--- src/rtl/enc_link_ctrl.sv ---
// ---------------------------------------------------------------------------
// enc_link_ctrl
// Link-layer front end for an external combinational 8b/10b encoder.
// After enable it sends ALIGN_CNT K28.5 commas, then passes source bytes
// through. It forces an idle comma cycle plus one SKIP comma whenever
// SKIP_PERIOD data bytes have been sent back to back. The encoder result
// is registered onto the line, and the running disparity is tracked from
// the popcount of each registered symbol.
//
// Ports
//   clk, rst_n          rising-edge clock, asynchronous active-low reset
//   en                  link enable
//   in_valid/in_ready   source handshake (in_ready is combinational)
//   in_data, in_k       source byte and its control flag
//   enc_data, enc_k     byte and control flag presented to the encoder
//   enc_rd              running disparity presented to the encoder
//   enc_sym             encoder result, same cycle
//   tx_sym, tx_valid    registered line symbol and its valid flag
//   rd_state            current running disparity (0 = RD-, 1 = RD+)
//   aligned             alignment sequence complete, RUN entered
// ---------------------------------------------------------------------------
module enc_link_ctrl #(
  parameter int          ALIGN_CNT   = 16,
  parameter int          SKIP_PERIOD = 256,
  parameter logic [7:0]  IDLE_K      = 8'hBC
) (
  input  logic        clk,
  input  logic        rst_n,
  input  logic        en,
  input  logic        in_valid,
  output logic        in_ready,
  input  logic [7:0]  in_data,
  input  logic        in_k,
  output logic [7:0]  enc_data,
  output logic        enc_k,
  output logic        enc_rd,
  input  logic [9:0]  enc_sym,
  output logic [9:0]  tx_sym,
  output logic        tx_valid,
  output logic        rd_state,
  output logic        aligned
);

  localparam int AW = $clog2(ALIGN_CNT + 1);
  localparam int SW = $clog2(SKIP_PERIOD + 1);

  typedef enum logic [1:0] {OFF, ALIGN, RUN, SKIP} state_t;

  state_t         state;
  logic [AW-1:0]  align_cnt;
  logic [SW-1:0]  skip_cnt;
  logic [AW-1:0]  align_nxt;
  logic           xfer;

  // Saturating increments: counters stop at their parameter value.
  function automatic logic [AW-1:0] align_sat_inc(input logic [AW-1:0] c);
    return (c == AW'(ALIGN_CNT)) ? c : c + AW'(1);
  endfunction

  function automatic logic [SW-1:0] skip_sat_inc(input logic [SW-1:0] c);
    return (c == SW'(SKIP_PERIOD)) ? c : c + SW'(1);
  endfunction

  // Disparity after a symbol: heavy symbols leave RD+, light ones RD-,
  // balanced symbols keep the current disparity.
  function automatic logic rd_after(input logic [9:0] sym, input logic rd);
    logic [3:0] ones;
    ones = '0;
    for (int i = 0; i < 10; i++) ones = ones + {3'b000, sym[i]};
    if (ones > 4'd5)      return 1'b1;
    else if (ones < 4'd5) return 1'b0;
    else                  return rd;
  endfunction

  // Readiness drops the same cycle en falls or the run limit is reached.
  assign in_ready  = en && (state == RUN) && (skip_cnt < SW'(SKIP_PERIOD));
  assign xfer      = in_valid && in_ready;
  assign enc_rd    = rd_state;
  assign align_nxt = align_sat_inc(align_cnt);

  // Anything that is not an accepted byte is an idle comma.
  always_comb begin
    enc_data = IDLE_K;
    enc_k    = 1'b1;
    if (xfer) begin
      enc_data = in_data;
      enc_k    = in_k;
    end
  end

  // Line register stage: encoder output captured, disparity advanced.
  always_ff @(posedge clk or negedge rst_n) begin
    if (!rst_n) begin
      state     <= OFF;
      tx_sym    <= 10'h000;
      tx_valid  <= 1'b0;
      rd_state  <= 1'b0;
      aligned   <= 1'b0;
      align_cnt <= '0;
      skip_cnt  <= '0;
    end else if (state == OFF) begin
      tx_valid  <= 1'b0;
      align_cnt <= '0;
      skip_cnt  <= '0;
      if (en) state <= ALIGN;
    end else if (!en) begin
      // Leaving the link: no symbol this edge, tx_sym and rd_state hold.
      state     <= OFF;
      tx_valid  <= 1'b0;
      aligned   <= 1'b0;
      align_cnt <= '0;
      skip_cnt  <= '0;
    end else begin
      tx_sym   <= enc_sym;
      tx_valid <= 1'b1;
      rd_state <= rd_after(enc_sym, rd_state);
      case (state)
        ALIGN: begin
          align_cnt <= align_nxt;
          if (align_nxt == AW'(ALIGN_CNT)) begin
            state   <= RUN;
            aligned <= 1'b1;
          end
        end
        RUN: begin
          if (xfer) skip_cnt <= skip_sat_inc(skip_cnt);
          else      skip_cnt <= '0;
          if (skip_cnt == SW'(SKIP_PERIOD)) state <= SKIP;
        end
        SKIP: begin
          skip_cnt <= '0;
          state    <= RUN;
        end
        default: state <= OFF;
      endcase
    end
  end

endmodule
--- config.mk ---
export PLATFORM = sky130hd
export DESIGN_NAME = enc_link_ctrl
export DESIGN_NICKNAME = d
export VERILOG_FILES = /design/src/rtl/enc_link_ctrl.sv
export SDC_FILE = /design/constraint.sdc
export NUM_CORES = 1
export LEC_CHECK = 0
export BUFFER_PORTS_ARGS = -buffer_cell sky130_fd_sc_hd__buf_2
export CAP_MARGIN = 10
export CORE_ASPECT_RATIO = 1.25
export CORE_UTILIZATION = 30
export CTS_BUF_LIST = sky130_fd_sc_hd__clkbuf_16
export DETAILED_ROUTE_END_ITERATION = 10
export PLACE_DENSITY = 0.59
export RECOVER_POWER = 100
export SYNTH_ARGS = -nofsm -noshare
export SYNTH_HDL_FRONTEND = slang
export SYNTH_SLANG_ARGS = --single-unit
--- constraint.sdc ---
create_clock -name clk -period 2.25 [get_ports clk]
set_clock_uncertainty 0.1 [all_clocks]
set_input_delay 0.1125 -clock clk [delete_from_list [all_inputs] [get_ports clk]]
set_output_delay 0.1125 -clock clk [all_outputs]
set_load 0.02 [all_outputs]
Yosys cells after proc, flatten, opt, wreduce, memory -nomap -nowiden
Index checks and enable logic that the tools add are counted.

Equal/unequal tests: 14. Reductions and logical operators: 10. Magnitude comparators: 3. Bitwise gates (word level): 1. $add $sub $neg: 11. Multiplexer cells: 24.

Operator list (count): 9-bit 2-to-1 mux (4); 4-bit by 1-bit adder with 4-bit output (6); 5-bit 2-to-1 mux (4); 9-bit case mux with 2 select lines (1); 5-bit equality test (second input constant) (2); 2-bit 2-to-1 mux (5); 9-bit by 1-bit adder with 9-bit output (second input constant) (1); 9-bit equality test (second input constant) (1); 9-bit < comparator (second input constant) (1); 3-bit AND reduction (3); 1-bit 2-to-1 mux (8); 8-bit 2-to-1 mux (1); 2-bit case mux with 3 select lines (1); 5-bit by 1-bit adder with 5-bit output (second input constant) (1); 5-bit inequality test (second input constant) (1); 3-bit by 1-bit adder with 4-bit output (1); 2-bit equality test (second input constant) (2); 4-bit by 3-bit greater-than comparator with 1-bit output (second input constant) (1); 4-bit by 3-bit < comparator with 1-bit output (second input constant) (1); 2-bit by 1-bit inequality test with 1-bit output (second input constant) (2); 4-bit by 1-bit inequality test with 1-bit output (second input constant) (1); 4-bit by 2-bit inequality test with 1-bit output (second input constant) (1); 4-bit inequality test (second input constant) (1); 2-bit AND reduction (2); 9 further kinds (11).

Output and inout bits: 24. Logic and storage cells: 70. Input bits: 23. Register bits: 29.

Depth between registers and ports, before layout
Depth after elaboration: 12. Mapped depth: 12. Mapped depth without buffers: 12.

Worst setup path after synthesis
Ideal clock, no wire load.

Path type: in2reg. Start: input enc_sym[0]. End: register rd_state, in the netlist enc_rd. Setup time: 0.126 ns. Data required time: 2.024 ns. Data arrival time: 2.837 ns. Buffers on the path: 0. Cell stages on the path: 12. Setup slack: -0.813 ns. Path through: inv_1 -> fa_1 -> fa_1 -> fa_1 -> inv_1 -> ha_1 -> inv_1 -> fa_1 -> o21ai_0 -> a21oi_1 -> nor2b_1 -> a221o_1.

Cells in the longest elaborated chain, start to end: 12. Elaborated cells on any way between the ends: 14. Those cells by class: 9 x add/sub; 2 x order compare; 1 x mux; 2 x reduce/logical.

RTL lines: start, declared (line 37) `input logic [9:0] enc_sym,`; 1-bit by 1-bit adder with 2-bit output * (line 69) `for (int i = 0; i < 10; i++) ones = ones + {3'b000, sym[i]};`; 2-bit by 1-bit adder with 3-bit output * (line 69); 3-bit by 1-bit adder with 4-bit output * (line 69); 4-bit by 1-bit adder with 4-bit output * (6 in series) (line 69); 4-bit by 3-bit greater-than comparator with 1-bit output / 4-bit by 3-bit < comparator with 1-bit output (equally long branches) (line 70, 71); 2-bit nonzero test (no line); 3-bit AND reduction (no line); end signal, assigned (line 116) `rd_state <= rd_after(enc_sym, rd_state);`; end, declared (line 40) `output logic rd_state,`.

Every way passes the cells marked *; elsewhere a longest branch is shown, timed or not. A chain may end at the register's enable or synchronous reset.

Worst setup path in the final report
Start: input enc_sym[9]. End: register rd_state, in the netlist enc_rd.

Cells in the longest elaborated chain, start to end: 4. Elaborated cells on any way between the ends: 6. Those cells by class: 1 x add/sub; 2 x order compare; 1 x mux; 2 x reduce/logical.

RTL lines (line): 4-bit by 1-bit adder with 4-bit output * (69); 4-bit by 3-bit greater-than comparator with 1-bit output / 4-bit by 3-bit < comparator with 1-bit output (equally long branches) (70, 71); 2-bit nonzero test (no line); 3-bit AND reduction (no line).

Marks and branches as above.

==> results.yml <==
grt:
  globalRouteTotalUtil: 0.140
  grt-ovfl-total: 0
  grt_start_max_net_pins: 30
  use_met2: 0.263
  antenna_found_initial: 0
  grt_use_met1: 0.147
  top_usage_layer: "met2"
  first_global_vias: 1580
  gr-usage-met3: 0.0342
  grt_pass1_wl_um: 6840
clocking:
  cts_made_buffers: 5
  htree_num_levels: 2
  clockRootBuffer: "clkbuf_16"
  clock_sinks: 29
  clockBufferDepth: 2
  path_clk_slew_ns: 0.05
  clock_latency_ns: 0.27
  cts_tree: "yes"
routing:
  ant_nets: 0
  drt_first_pass_iters: 4
  drt_wl_total_um: 3960
  drc: 0
  viasPerCell: 4.76
  drt_iter0_drc: 49
  vias: 1576
  routedWlPerCell_um: 12.0
sta:
  timing.hold.ws_ns: 0.0302
  slew_headroom: -0.0531
  tightest_slew_ns: 1.58
  fin_crit_ns: 2.91
  setup_viol: 1
  fin_ws_ns: -0.658
  maxSlewViolCount: 30
  rsz0062_at_grt: "yes"
  timing.fmax_mhz: 344
  finalCritPeriodShare: 1.29
  hold_viol: 0
placed_design:
  hpwl_um: 2850
  dp.cells: 315
  gp_congestion: 0.771
  portBuffers: 46
  dp_slack_ns: -1.04
power:
  powerDensity_nw_per_um2: 1030
  leakage_nw: 1.11
  p_total_mw: 2.38
  ir_drop_uv: 413
layout:
  syn_to_final_growth_pct: 28.8
  final_nets: 303
  diodes: 0
  drive_above_1_share: 0.215
  stdcell_count: 331
synthesis:
  ys_types: 37
  synth_area_leaders: "dfrtp_1, ha_1, fa_1, nand2_1, o21ai_0"
  yosys_warnings: 0
  synth_area_um2: 1800
  synth_edf_count: 0
  syn_nets: 243
  yosysMostFrequentCell: "nand2_1"
  syn_inst: 204
  yosys.area.top_type_share: 0.403
  synth_common_cells: "nand2_1, dfrtp_1, inv_1, o21ai_0, nor2_1"
  syn_avg_cell_area_um2: 8.83
  ys_ff_latch: 29
  yosysTopAreaCell: "dfrtp_1"
  async_flop_share: 1.00
  ys_seq_area_frac: 0.403
  synthFlopType: "dfrtp_1"
critical_path:
  worstReg2RegStart: "state[0]"
  crit_required_ns: 2.31
  worstSetupEndpointType: "flip-flop"
  crit_fanout: 2
  ff2ff_path_depth: 9
  critPathArrivalTime_ns: 2.97
  r2r_setup_slack_ns: 0.07
  crit_type: "input pin to flip-flop"
  worstSetupStartpointType: "input pin"
  r2r-end: "skip_cnt[8]"
worst_hold_path:
  hold_end: "tx_sym[0]"
  worstHoldPathCells: 3
  hold_start: "enc_sym[0]"
  hp-class: "input pin to flip-flop"
outcome:
  violations: "max-capacitance violations, max-slew violations, negative setup slack"
  status: "finished, violations left"
floorplan:
  start_util: 0.312
  dieHeight_um: 88.6
  fp.dieW_um: 71.3
  row_count: 31
  ios: 47
  dieArea_um2: 6320
  coreArea_um2: 5780
flow_run:
  cap_violations: 1
## layout by cell type (no fill, tap or decap), types with 2 or more instances in the layout
master,Yosys,layout
dfrtp_1,29,28
and3b_1,1,2
o21ai_0,23,22
clkinv_1,0,2
inv_1,23,22
a31oi_1,3,3
clkbuf_16,0,5
nand3_1,5,5
nor2b_1,5,5
dlygate4sd3_1,0,5
and3_1,6,6
nand2_1,32,32
fa_1,6,6
nor2_1,11,11
or2_2,6,6
buf_2,1,27
nor4b_1,2,2
clkbuf_1,6,20
ha_1,10,9
a22oi_1,3,2
nor3_1,5,5
buf_4,2,10
a21oi_1,7,7
## per-layer routing
layer  up-vias  share of wire
met5         -              0
met1       755           0.43
li1        797              -
met2        17           0.52
met3         7          0.025
met4         0          0.023
## what timing repair did
action	CTS	global route
buffers inserted	1	2
pin swaps	6	5
endpoints found under the hold margin	33	0
hold buffers	5	0
endpoints found under the setup margin	1	3
resized for setup	4	3
## worst max-delay path by stage
stage / start / to / slack [ns] / cells after the start
finish: enc_sym[9] / enc_rd / -0.66 / 13
global route: enc_sym[9] / enc_rd / -0.76 / 13
global placement: enc_sym[5] / enc_rd / -0.99 / 13
floorplan: enc_sym[5] / enc_rd / -0.79 / 12
detailed placement: enc_sym[5] / enc_rd / -1.04 / 13
CTS: enc_sym[9] / enc_rd / -0.70 / 13
## worst max-delay path, stage by stage
cell and delay (ns):
buf_6 0.10, fa_1 0.54, inv_1 0.05, fa_1 0.50, fa_1 0.41, inv_1 0.07
ha_2 0.18, inv_2 0.04, fa_1 0.48, o21ai_2 0.06, a21oi_1 0.12, nor2b_1 0.05
a221o_1 0.25
## registers in the layout, indices dropped and copies added, names as in the netlist
name / count
state: 2
enc_rd: 1
aligned: 1
tx_sym: 10
tx_valid: 1
align_cnt: 5
skip_cnt: 9
## cell type report
type	instances	area (um^2)
Tap cell	66	82.6
Clock inverter	3	12.5
Clock buffer	5	125
Sequential cell	29	727
Multi-Input combinational cell	142	940
Timing Repair Buffer	63	347
Fill cell	579	3460
Inverter	23	86.3
## cell families (layout without fill, tap and decap cells)
kind of cell	Yosys count	in the layout	synth area share
flops	29	29	0.403
fa+ha+maj	16	16	0.136
compound gates	43	43	0.144
xor+xnor	2	2	0.00973
simple gates	81	81	0.229
buf+inv	33	94	0.0778
## where the power goes
group          switching (mW)  internal, mW
Combinational           0.614         0.392
Clock                   0.229         0.399
Sequential             0.0903         0.655
## stage by stage
stage	area [um^2]	TNS, ns	util
6_report	2320	-0.658	0.401
3_5_place_dp	2130	-1.04	0.368
5_1_grt	2320	-1.50	0.401
3_3_place_gp	2130	-0.993	0.368
2_1_floorplan	1800	-0.788	-
4_1_cts	2330	-0.696	0.404
(Power assumes the default switching activity.)
